$ cat src/rtl/i2s_tx.sv
// I2S transmitter: 1-deep stereo holding register feeding a 64-bclk frame serializer; optional volume (I2S_TX_VOLUME_EN).
// Latency: a held sample is loaded at the next frame boundary; its left MSB appears 1 bclk later, its right MSB at count 33.
// Backpressure: s_ready is low while the holding register is full; it empties at each frame load.
module i2s_tx #(
    parameter int DATA_W   = 24,
    parameter int BCLK_DIV = 4
) (
    input  logic              clk,
    input  logic              rst,
    input  logic              en,
    input  logic              s_valid,
    output logic              s_ready,
    input  logic [DATA_W-1:0] s_left,
    input  logic [DATA_W-1:0] s_right,
    input  logic [3:0]        vol,
    output logic              bclk,
    output logic              lrclk,
    output logic              sdata,
    output logic              underrun
);

    localparam int DIV_W  = (BCLK_DIV > 2) ? $clog2(BCLK_DIV) : 1;
    // The right slot starts at count 33, so at most 31 of its bits fit before the frame wraps.
    localparam int R_BITS = (DATA_W < 31) ? DATA_W : 31;

    typedef enum logic {
        IDLE = 1'b0,
        RUN  = 1'b1
    } state_t;

    state_t r_state;
    state_t w_state_nxt;

    logic [DIV_W-1:0]  r_div;
    logic [5:0]        r_cnt;
    logic              r_bclk;
    logic              r_lrclk;
    logic              r_sdata;
    logic              r_underrun;
    logic [63:0]       r_shift;
    logic              r_hold_full;
    logic [DATA_W-1:0] r_hold_l;
    logic [DATA_W-1:0] r_hold_r;

    logic              w_tick;
    logic              w_fall;
    logic              w_frame_end;
    logic              w_start;
    logic              w_stop;
    logic              w_load;
    logic              w_accept;
    logic [5:0]        w_cnt_nxt;
    logic [DATA_W-1:0] w_vol_l;
    logic [DATA_W-1:0] w_vol_r;
    logic [DATA_W-1:0] w_load_l;
    logic [DATA_W-1:0] w_load_r;
    logic [63:0]       w_frame;

    // Divider terminal count marks a bclk toggle; a toggle while bclk is high is a falling edge.
    assign w_tick      = (r_state == RUN) && (r_div == DIV_W'(BCLK_DIV - 1));
    assign w_fall      = w_tick && r_bclk;
    assign w_frame_end = w_fall && (r_cnt == 6'd63);
    assign w_start     = (r_state == IDLE) && en && r_hold_full;
    assign w_stop      = w_frame_end && !en;
    assign w_load      = w_start || (w_frame_end && en);
    assign w_accept    = s_valid && !r_hold_full;
    assign w_cnt_nxt   = r_cnt + 6'd1;

`ifdef I2S_TX_VOLUME_EN
    logic [3:0] w_shamt;
    assign w_shamt = 4'hF - vol;
    assign w_vol_l = $signed(r_hold_l) >>> w_shamt;
    assign w_vol_r = $signed(r_hold_r) >>> w_shamt;
`else
    logic w_unused_vol;
    assign w_unused_vol = ^vol;
    assign w_vol_l      = r_hold_l;
    assign w_vol_r      = r_hold_r;
`endif

    // An empty holding register at load time sends silence.
    assign w_load_l = r_hold_full ? w_vol_l : '0;
    assign w_load_r = r_hold_full ? w_vol_r : '0;

    // Lay out one whole frame: bit (63-c) is the sdata value for bit count c.
    always_comb begin
        w_frame = '0;
        for (int i = 0; i < DATA_W; i++) begin
            w_frame[62-i] = w_load_l[DATA_W-1-i];
        end
        for (int i = 0; i < R_BITS; i++) begin
            w_frame[30-i] = w_load_r[DATA_W-1-i];
        end
    end

    // State register.
    always_ff @(posedge clk or posedge rst) begin
        if (rst) begin
            r_state <= IDLE;
        end else begin
            r_state <= w_state_nxt;
        end
    end

    // Next-state: start once enabled with a sample waiting, stop only on a frame boundary.
    always_comb begin
        w_state_nxt = r_state;
        case (r_state)
            IDLE:    if (w_start) w_state_nxt = RUN;
            RUN:     if (w_stop)  w_state_nxt = IDLE;
            default: w_state_nxt = IDLE;
        endcase
    end

    // Holding register: a load empties it, an accept in the same clk refills it.
    always_ff @(posedge clk or posedge rst) begin
        if (rst) begin
            r_hold_full <= 1'b0;
            r_hold_l    <= '0;
            r_hold_r    <= '0;
        end else begin
            if (w_load) begin
                r_hold_full <= 1'b0;
            end
            if (w_accept) begin
                r_hold_full <= 1'b1;
                r_hold_l    <= s_left;
                r_hold_r    <= s_right;
            end
        end
    end

    // Bit clock divider, bit counter and word select; lrclk moves only with bclk falling.
    always_ff @(posedge clk or posedge rst) begin
        if (rst) begin
            r_div   <= '0;
            r_bclk  <= 1'b0;
            r_cnt   <= '0;
            r_lrclk <= 1'b0;
        end else if (r_state == IDLE || w_stop) begin
            r_div   <= '0;
            r_bclk  <= 1'b0;
            r_cnt   <= '0;
            r_lrclk <= 1'b0;
        end else if (w_tick) begin
            r_div  <= '0;
            r_bclk <= ~r_bclk;
            if (r_bclk) begin
                r_cnt   <= w_cnt_nxt;
                r_lrclk <= w_cnt_nxt[5];
            end
        end else begin
            r_div <= r_div + DIV_W'(1);
        end
    end

    // Frame shifter: load on the boundary, shift one bit out per bclk falling edge.
    always_ff @(posedge clk or posedge rst) begin
        if (rst) begin
            r_shift <= '0;
            r_sdata <= 1'b0;
        end else if (w_load) begin
            r_shift <= {w_frame[62:0], 1'b0};
            r_sdata <= w_frame[63];
        end else if (r_state == IDLE || w_stop) begin
            r_shift <= '0;
            r_sdata <= 1'b0;
        end else if (w_fall) begin
            r_shift <= {r_shift[62:0], 1'b0};
            r_sdata <= r_shift[63];
        end
    end

    // One-clk underrun flag whenever a frame loads with nothing held.
    always_ff @(posedge clk or posedge rst) begin
        if (rst) begin
            r_underrun <= 1'b0;
        end else begin
            r_underrun <= w_load && !r_hold_full;
        end
    end

    assign s_ready  = !r_hold_full;
    assign bclk     = r_bclk;
    assign lrclk    = r_lrclk;
    assign sdata    = r_sdata;
    assign underrun = r_underrun;

endmodule

$ cat config.mk
export PLATFORM = sky130hd
export DESIGN_NAME = i2s_tx
export DESIGN_NICKNAME = d
export VERILOG_FILES = /design/src/rtl/i2s_tx.sv
export SDC_FILE = /design/constraint.sdc
export NUM_CORES = 1
export LEC_CHECK = 0
export ABC_AREA = 0
export CELL_PAD_IN_SITES_DETAIL_PLACEMENT = 1
export CELL_PAD_IN_SITES_GLOBAL_PLACEMENT = 1
export CORE_UTILIZATION = 45
export DETAILED_ROUTE_END_ITERATION = 7
export PLACE_DENSITY = 0.92
export SLEW_MARGIN = 10
export SYNTH_ARGS = -nofsm -noshare
export SYNTH_HDL_FRONTEND = slang
export SYNTH_SLANG_ARGS = --single-unit
export TNS_END_PERCENT = 1
$ cat constraint.sdc
create_clock -name clk -period 5.2 [get_ports clk]
set_input_delay 0.78 -clock clk [delete_from_list [all_inputs] [get_ports clk]]
set_output_delay 0.78 -clock clk [all_outputs]
set_load 0.02 [all_outputs]
==> results of run 1 <==
[cell families (layout without fill, tap and decap cells)]
| logic type | Yosys count | count (layout) | share of synthesized area (%) |
|---|---|---|---|
| xor gates and xnor gates | 5 | 5 | 0.8676 |
| adders and majority gates | 2 | 2 | 0.4956 |
| muxes | 48 | 48 | 10.71 |
| AOI/OAI and AO/OA | 113 | 113 | 17.67 |
| buffers and inverters | 38 | 91 | 4.436 |
| and+or+nand+nor | 93 | 93 | 7.832 |
| DFF | 117 | 117 | 57.99 |
[layout by cell type, fill, tap and decap left out, drive strengths merged, types with 2 or more instances in the layout]
cell type      Yosys  layout
dfrtp            117     117
nand2             74      74
clkdlybuf4s50      0      56
mux2              48      48
o22ai             47      47
a22oi             36      36
a21oi             22      22
clkbuf            12      21
nor2               6       6
clkinv             0       5
inv                5       5
o21ai              4       4
xor2               3       3
buf               21       3
nand4              3       3
and2               3       3
xnor2              2       2
ha                 2       2
a21boi             2       2
[state kept, by name (all words and copies together) (netlist names)]
name         cells
r_hold_r        24
sdata            1
bclk             1
r_hold_l        24
r_shift         56
r_state          1
r_div            2
r_cnt            6
r_hold_full      1
underrun         1
[stage by stage]
step           cells  power [uW]
3_5_place_dp     582        2149
4_1_cts          609        3242
5_1_grt          609        3391
6_report         609        3208
3_3_place_gp     582        2076
2_1_floorplan    416        1962
[routing by layer]
layer | part of all wire, % | track usage, % | vias up
li1 | - | - | 1590
met5 | 0 | 0 | -
met1 | 43 | 25.84 | 1787
met4 | 1.7 | 9.980 | 0
met3 | 2.8 | 5.327 | 15
met2 | 53 | 38.55 | 54
[power breakdown]
part	internal, uW	total (uW)	switching [uW]
clock	664	1050	382
combinational	366	792	427
sequential	1190	1370	178
[critical path: stages (launching register included)]
cell and delay, ps:
dfrtp_1 380, ha_1 260, and2_2 880, nand4_2 250
nand2_2 430, buf_4 570, a22oi_1 200
[final cells by class]
cell class                      instances  area (sq um)
Clock buffer                           21         469.2
Timing Repair Buffer                   59         583.1
Sequential cell                       117          2929
Clock inverter                          6         55.05
Fill cell                            1096          4742
Tap cell                              140         175.2
Inverter                                5         21.27
Multi-Input combinational cell        261          1913
[how the worst min path moves through the flow]
stage / end / slack [ps] / depth (start not counted)
after floorplan: r_div[0] / 420 / 1
after global placement: r_div[0] / 430 / 1
after detailed placement: r_div[0] / 450 / 1
after CTS: r_div[0] / 480 / 1
after global routing: r_div[0] / 510 / 1
final: r_div[0] / 480 / 1
==> impl_metrics.py, run 1 <==
metrics = {
    "clock_network": {
        "cts_sinks": 117,
        "htreeDepth": 4,
        "ctsHoldBuffers": 0,
        "cts_root_buf": "clkbuf_8",
        "insertion_delay_ps": 520,
        "cts_tree": "yes",
        "cts_buffers": 17,
        "path_clk_slew_ps": 60,
        "post_cts_buffers": 0,
        "cts_buffer_depth": 2,
        "cts-resized-gates": 0,
    },
    "place": {
        "place_ws_ps": 2156,
        "dp_hpwl_mm": 6.539,
        "placement.cell_area_sq_um": 5622,
        "place.port_buffers": 56,
        "place_congestion": 0.7301,
    },
    "yosys": {
        "syn_area_per_cell_sq_um": 12.14,
        "yosys-top-cells-count": "dfrtp_1, nand2_1, mux2_2",
        "synth_area_sq_um": 5049,
        "yosysMostFrequentCell": "dfrtp_1",
        "yosysWarnings": 0,
        "synth_nets": 474,
        "yosysTopAreaCell": "dfrtp_1",
        "synth.distinct_cells": 34,
        "ys_seq_area_share_pct": 57.99,
        "synth_cells": 416,
        "synth_edf_count": 0,
        "yosysTopAreaCellShare_pct": 57.99,
        "synthFlopType": "dfrtp_1",
        "synth_seq_cells": 117,
        "synth_area_leaders": "dfrtp_1, mux2_2, a22oi_2, o22ai_1, nand2_1",
        "ys_async_sr_fraction_pct": 100.0,
    },
    "sta": {
        "slew_headroom_pct": 24.47,
        "whs_ps": 484.2,
        "rsz0062_at_grt": "no",
        "max_freq_ghz": 0.3146,
        "fin_setup_tns_ps": 0,
        "period_needed_ps": 3178,
        "tightest_slew_ps": 1130,
        "finClkSkew_ps": 7.279,
        "slew_viol_final": 0,
        "finalSetupViolCount": 0,
        "fin_ws_ps": 2022,
        "finalCritPeriodShare_pct": 61.12,
        "finalHoldViolations": 0,
    },
    "routing": {
        "wl_per_cell_um": 18.73,
        "first_iter_violations": 104,
        "vias": 3446,
        "via_per_inst": 5.658,
        "route.detailed.drc": 0,
        "drtPass1Iterations": 4,
        "finalWirelength_mm": 11.40,
        "drtAntennaViolNets": 0,
    },
    "setup_path": {
        "r2r_start": "r_div[0]",
        "crit_required_ps": 5550,
        "cp.arrival_ps": 3530,
        "critPathKind": "register to register",
        "worst_setup_path_end_kind": "register",
        "crit_end": "r_shift[58]",
        "startpoint": "r_div[0]",
        "reg2reg_slack_ps": 2020,
        "critPathLaunchType": "register",
        "timing.rr.end": "r_shift[58]",
        "reg2reg_depth": 6,
        "crit_fanout": 53,
    },
    "finish": {
        "diodes": 0,
        "area_delta_synth_final_pct": 21.73,
        "fin_nets": 519,
        "layout-drive-gt1-share_pct": 25.37,
        "fin_area_sq_um": 6146,
        "postLayoutCoreUtil_pct": 56.45,
    },
    "die": {
        "die_area_sq_um": 11650,
        "dieWidth_um": 107.9,
        "start_util_pct": 46.37,
        "die_h_um": 107.9,
        "row_count": 38,
        "core_sq_um": 10890,
        "pin_count": 61,
    },
    "global_route": {
        "grt_overflow": 0,
        "grt_pass1_vias": 3928,
        "grt_start_max_net_pins": 81,
        "antenna_found_initial": 0,
        "grtUsageTotal_pct": 22.14,
        "grt_pass1_wl_mm": 19.38,
    },
    "power": {
        "p_leak_uw": 0.002461,
        "power.density_nw_per_um2": 522.0,
        "irDropWorstVdd_uv": 358.7,
    },
    "min_path": {
        "hold_path_startpoint": "r_div[0]",
        "worstHoldPathType": "register to register",
    },
    "job": {
        "cap_violations": 0,
    },
    "outcome": {
        "status": "finished, final reports clean",
    },
}
No activity file was read; power rests on OpenSTA's default activity.
==> run 2, diff against run 1 <==
--- a/config.mk
+++ b/config.mk
@@ -8,9 +8,9 @@
 export ABC_AREA = 0
 export CELL_PAD_IN_SITES_DETAIL_PLACEMENT = 1
 export CELL_PAD_IN_SITES_GLOBAL_PLACEMENT = 1
-export CORE_UTILIZATION = 45
+export CORE_UTILIZATION = 40
 export DETAILED_ROUTE_END_ITERATION = 7
-export PLACE_DENSITY = 0.92
+export PLACE_DENSITY = 0.87
 export SLEW_MARGIN = 10
 export SYNTH_ARGS = -nofsm -noshare
 export SYNTH_HDL_FRONTEND = slang
==> constraint.sdc (replaced) <==
create_clock -name clk -period 2.55 [get_ports clk]
set_input_delay 0.3825 -clock clk [delete_from_list [all_inputs] [get_ports clk]]
set_output_delay 0.3825 -clock clk [all_outputs]
set_load 0.02 [all_outputs]
==> run 2 against run 1 <==
  * Clock power is 140% higher
  * Global-route usage is 1.3 points lower
  * Power is 120% higher
  * Count of clock-buffer cells in the layout is 2 lower
  * Routed wire length is 6.3% higher
==> impl_metrics.py, run 2 (synthesis results as in run 1) <==
metrics = {
    "sta": {
        "period_needed_ps": 2068,
        "max_freq_ghz": 0.4837,
        "slew_headroom_pct": 43.08,
        "finalSetupViolCount": 0,
        "slew_viol_final": 0,
        "rsz0062_at_grt": "no",
        "finalCritPeriodShare_pct": 81.08,
        "fin_setup_tns_ps": 0,
        "finalHoldViolations": 0,
        "tightest_slew_ps": 850.1,
        "finClkSkew_ps": 5.299,
    },
    "setup_path": {
        "crit_required_ps": 2830,
        "critPathLaunchType": "register",
        "r2r_start": "r_div[0]",
        "crit_fanout": 22,
        "critPathKind": "register to register",
        "cp.arrival_ps": 2350,
        "startpoint": "r_div[0]",
        "worst_setup_path_end_kind": "register",
        "reg2reg_depth": 6,
    },
    "clock_network": {
        "cts_buffers": 17,
        "insertion_delay_ps": 420,
        "cts-resized-gates": 0,
        "cts_root_buf": "clkbuf_16",
        "cts_tree": "yes",
        "cts_buffer_depth": 2,
        "htreeDepth": 4,
        "cts_sinks": 117,
        "post_cts_buffers": 0,
        "path_clk_slew_ps": 60,
        "ctsHoldBuffers": 0,
    },
    "finish": {
        "diodes": 0,
        "area_delta_synth_final_pct": 26.37,
        "final_cell_mix": "dfrtp_1, nand2_1, clkdlybuf4s50_1",
        "postLayoutCoreUtil_pct": 52.46,
        "reg_top3": "r_shift: 56 flops, r_hold_l: 24 flops, r_hold_r: 24 flops",
        "top_register": "r_shift",
        "final_common_cell": "dfrtp_1",
        "layout-drive-gt1-share_pct": 27.39,
        "fin_nets": 527,
        "largest_register_ffs": 56,
    },
    "global_route": {
        "grt_pass1_vias": 4008,
        "grtUsageTotal_pct": 20.86,
        "grt_start_max_net_pins": 70,
        "grt_overflow": 0,
        "antenna_found_initial": 0,
        "grt_pass1_wl_mm": 20.29,
    },
    "die": {
        "dieWidth_um": 114.3,
        "pin_count": 61,
        "start_util_pct": 41.51,
        "die_h_um": 114.3,
        "row_count": 40,
        "die_area_sq_um": 13070,
        "core_sq_um": 12160,
    },
    "routing": {
        "drtPass1Iterations": 4,
        "first_iter_violations": 154,
        "via_per_inst": 5.385,
        "route.detailed.drc": 0,
        "drtAntennaViolNets": 0,
        "wl_per_cell_um": 18.65,
        "finalWirelength_mm": 12.12,
        "vias": 3500,
    },
    "power": {
        "irDropWorstVdd_uv": 490.8,
        "p_leak_uw": 0.002541,
        "power.density_nw_per_um2": 1097,
    },
    "min_path": {
        "worstHoldPathType": "input pin to async pin",
    },
    "place": {
        "dp_hpwl_mm": 7.123,
        "place.port_buffers": 56,
        "place_congestion": 0.7472,
    },
    "job": {
        "cap_violations": 0,
    },
    "outcome": {
        "status": "finished, final reports clean",
    },
}
==> run 2: changes by cell type in the layout (fill, tap and decap cells not counted) <==
cell / delta
buf_12: +3
clkbuf_16: +1
inv_6: +4
inv_4: -1
clkinv_4: +3
clkinvlp_4: +3
bufinv_16: +2
clkbuf_8: -3
clkinv_2: -4
buf_4: +5
==> run 2: worst paths after layout <==
kind                          endpoint  slack, ps
setup reg to reg           r_shift[61]        480
setup / recovery           r_shift[61]        480
min in group clk              r_div[0]        450
max in group asynchronous  r_shift[54]       1540
hold reg to reg               r_div[0]        450
hold / removal             r_hold_r[3]        310
==> run 2: metrics by stage <==
stage	setup WS, ps	hold slack, ps	power [uW]	area, sq um	instances
after detailed placement	446.8	446.3	4453	5756	618
after floorplan	740.1	415.6	4001	5052	416
after global routing	318.4	332.3	7365	6380	650
after CTS	481.0	307.4	7054	6380	650
after global placement	511.5	426.7	4297	5756	618
final	482.5	305.3	6998	6380	650
==> run 2: final cells by class <==
cell class                 count  area [sq um]
clock buffer                  19         452.9
clock inverter                13         171.4
fill                        1217          5782
inverter                       5         22.52
multi-input combinational    261          1913
sequential                   117          2929
tap                          168         210.2
timing repair buffer          67         680.7
==> run 2: metal layers <==
layer	routed length, um	vias to the layer above	global-route usage [%]
met5	0	-	0
met4	259	0	9.610
met3	414	21	5.347
met2	6540	61	37.41
met1	4907	1817	23.17
li1	-	1601	-
==> run 2: report_power, final <==
part           internal (uW)  total, uW  switching, uW
logic                    785       1700            915
clock network           1600       2500            899
registers               2430       2800            370
total                   4810       7000           2180
==> run 2: worst max-delay path: stages (launching register included) <==
cell	delay [ps]
dfrtp_1	360
ha_1	230
and2_2	310
nand4_2	170
nand2_2	310
buf_4	390
a22oi_1	150
==> RTL change, RTL diff (config.mk and constraints of run 2) <==
Make the reset (`rst`) synchronous in 5 clocked blocks.
--- a/src/rtl/i2s_tx.sv
+++ b/src/rtl/i2s_tx.sv
@@ -95,5 +95,5 @@
 
     // State register.
-    always_ff @(posedge clk or posedge rst) begin
+    always_ff @(posedge clk) begin
         if (rst) begin
             r_state <= IDLE;
@@ -114,5 +114,5 @@
 
     // Holding register: a load empties it, an accept in the same clk refills it.
-    always_ff @(posedge clk or posedge rst) begin
+    always_ff @(posedge clk) begin
         if (rst) begin
             r_hold_full <= 1'b0;
@@ -132,5 +132,5 @@
 
     // Bit clock divider, bit counter and word select; lrclk moves only with bclk falling.
-    always_ff @(posedge clk or posedge rst) begin
+    always_ff @(posedge clk) begin
         if (rst) begin
             r_div   <= '0;
@@ -156,5 +156,5 @@
 
     // Frame shifter: load on the boundary, shift one bit out per bclk falling edge.
-    always_ff @(posedge clk or posedge rst) begin
+    always_ff @(posedge clk) begin
         if (rst) begin
             r_shift <= '0;
@@ -173,5 +173,5 @@
 
     // One-clk underrun flag whenever a frame loads with nothing held.
-    always_ff @(posedge clk or posedge rst) begin
+    always_ff @(posedge clk) begin
         if (rst) begin
             r_underrun <= 1'b0;
Behaviour: differs if rst is asserted again (counterexample within 4 cycles, from zero or initial values and one cycle with rst high); with rst held inactive, the same outputs for 10 cycles.
==> RTL change against run 2 <==
Hold slack gained 140 ps. Global-route usage is 1.5 points higher. Sequential cell count unchanged. First-iteration DRC count is 16% higher. Synthesized cell count rose by 53%. Cell count is 30% higher. Register-to-register slack improved by 90 ps. Cell area fell by 1.9%. Setup slack improved by 71 ps. Synthesized area shrank 0.42%. Wire length up 11%. Count of clock-buffer cells in the layout grew 9. Critical path type is now reg2out. Largest cell class is now multi-input gates.
Power is not compared: it rests on default switching activity, and its combinational part moved more than twofold at a synthesized area within 25%.
==> RTL change: results (changes against run 2) <==
outcome:
  status: "complete, no violations"
power_and_ir_drop:
  irDropWorstVdd_mv: 0.467
  leakage_nw: 2.19
drt:
  firstDrtPassIters: 4  # unchanged
  routed_wl_mm: 13.4  # +11%
  initialDrtViolationCount: 179  # +16%
  routed_via_density: 5.43  # +0.77%
grt:
  grt_max_degree: 52  # -26%
  antenna_found_initial: 0  # unchanged
  grt_pass1_vias: 4839  # +21%
  grt_use_total_pct: 22.3  # +1.5 points
  grt_pass1_wl_mm: 22.9  # +13%
synth:
  synth-xor-area-share_pct: 0.523  # -0.34 points
  synth_compound_area_share_pct: 20.3  # +2.7 points
  syn_avg_cell_area_um2: 7.92  # -35%
  yosys_warnings: 0  # unchanged
  synth.mux.area_fraction_pct: 0  # -11 points
  ys_types: 36  # +5.9%
  yosys-top-cells-count: "nand2_1 (170), dfxtp_1 (117), a21oi_1 (61)"
  netlist_top_cells_area: "dfxtp_1 (47%), nand2_1 (13%), nand3b_1 (7.0%)"
  async_flop_share_pct: 0  # -100 points
  synthAdderAreaFrac_pct: 0.498  # +0.0021 points
  ys_seq_area_share_pct: 46.6  # -11 points
  syn_nets: 693  # +46%
clocking:
  clk_pin_slew_ps: 50
  worstSkewPairLatency_ps: 410
  cts_buffers: 17  # unchanged
  post_cts_buffers: 0  # unchanged
placed_design:
  place_inst: 816  # +32%
  port-buffer-count: 56  # unchanged
  routabilityCongestion: 0.770  # +3.0%
  dp_hpwl_mm: 8.42  # +18%
cells_and_area:
  reg_top3: "r_shift: 56 flops, r_hold_l: 24 flops, r_hold_r: 24 flops"
  fin_nets: 725  # +38%
  antenna_cells: 0  # unchanged
  fillers: 1464  # +20%
  instances_no_fill: 847  # +30%
  final_layout_size_suffix_gt1_share_pct: 7.81  # -20 points
worst_setup_path:
  max_stage_delay_ps: 680  # +290 ps
  critPathTopFamily: "buffers and inverters"
  critPathMaxFanout: 15  # -32%
  slowest_stage: "clkdlybuf4s50_1"
min_path:
  hp-class: "reg2reg"
timing:
  fin_worst_skew_ps: 9.07  # +3.77 ps
  worst_pin_slew_ps: 879  # +28.5 ps
RTL change: cell types whose count changed after synthesis, moves of 6 or more:
cell / change
nand3b_1: +47
buf_2: +11
a22oi_2: -30
dfxtp_1: +117
o211ai_1: +46
nand2_1: +97
a21oi_1: +39
mux2_2: -48
a22oi_1: -6
nor2_1: +44
clkbuf_1: +19
dfrtp_1: -117
RTL change: worst paths after layout:
kind,slack (ps),cells past startpoint,end,start
min,450,2,r_shift[32]$_SDFFE_PP0N_,r_shift[31]$_SDFFE_PP0P_
min reg2reg,450,2,r_shift[32]$_SDFFE_PP0N_,r_shift[31]$_SDFFE_PP0P_
max reg2reg,570,5,r_cnt[0]$_SDFFE_PP0N_,r_div[0]$_SDFF_PP0_
max,550,1,bclk,bclk$_SDFFE_PP0N_
RTL change: metrics by stage:
stage	util, %	hold WS, ps	total power (W)	setup slack [ps]	cell area [um2]
after floorplan	-	407	0.00221	1060	5030
after global placement	47.0	422	0.00235	631	5690
after detailed placement	47.0	448	0.00237	574	5690
after global routing	51.7	470	0.00478	449	6260
after CTS	51.7	456	0.00465	542	6260
final	51.7	450	0.00460	554	6260
RTL change: layer usage:
| layer | vias up | global-route usage (%) | part of all wire, % |
|---|---|---|---|
| li1 | 2266 | - | - |
| met1 | 2229 | 26.9 | 46 |
| met2 | 79 | 36.9 | 48 |
| met3 | 22 | 5.51 | 3.3 |
| met4 | 0 | 11.7 | 2.4 |
| met5 | - | 0 | 0 |
RTL change: layout make-up:
class,count,share of cell area (%)
Tap cell,168,3.36
Timing Repair Buffer,73,11.5
Clock inverter,3,0.640
Sequential cell,117,37.4
Clock buffer,28,8.41
Inverter,2,0.120
Multi-Input combinational cell,456,38.5
RTL change: tightest hold or removal path, stage by stage (launching register included):
cell and delay (ps):
dfxtp_1 310, nand2_1 50, a21oi_1 50
RTL change: power by group:
part | total, W | leakage, nW | switching (W) | internal, W
combinational | 0.000369 | 0.951 | 0.000193 | 0.000176
clock | 0.00227 | 0.280 | 0.000780 | 0.00149
sequential | 0.00197 | 0.955 | 0.0000491 | 0.00192
total | 0.00460 | 2.19 | 0.00102 | 0.00358
RTL change: cells by family (layout without fill, tap and decap cells):
group / Yosys count / count (layout)
simple gates: 287 / 287
flops: 117 / 117
fa+ha+maj: 2 / 2
compound gates: 164 / 164
xor+xnor: 3 / 3
buf+inv: 62 / 106
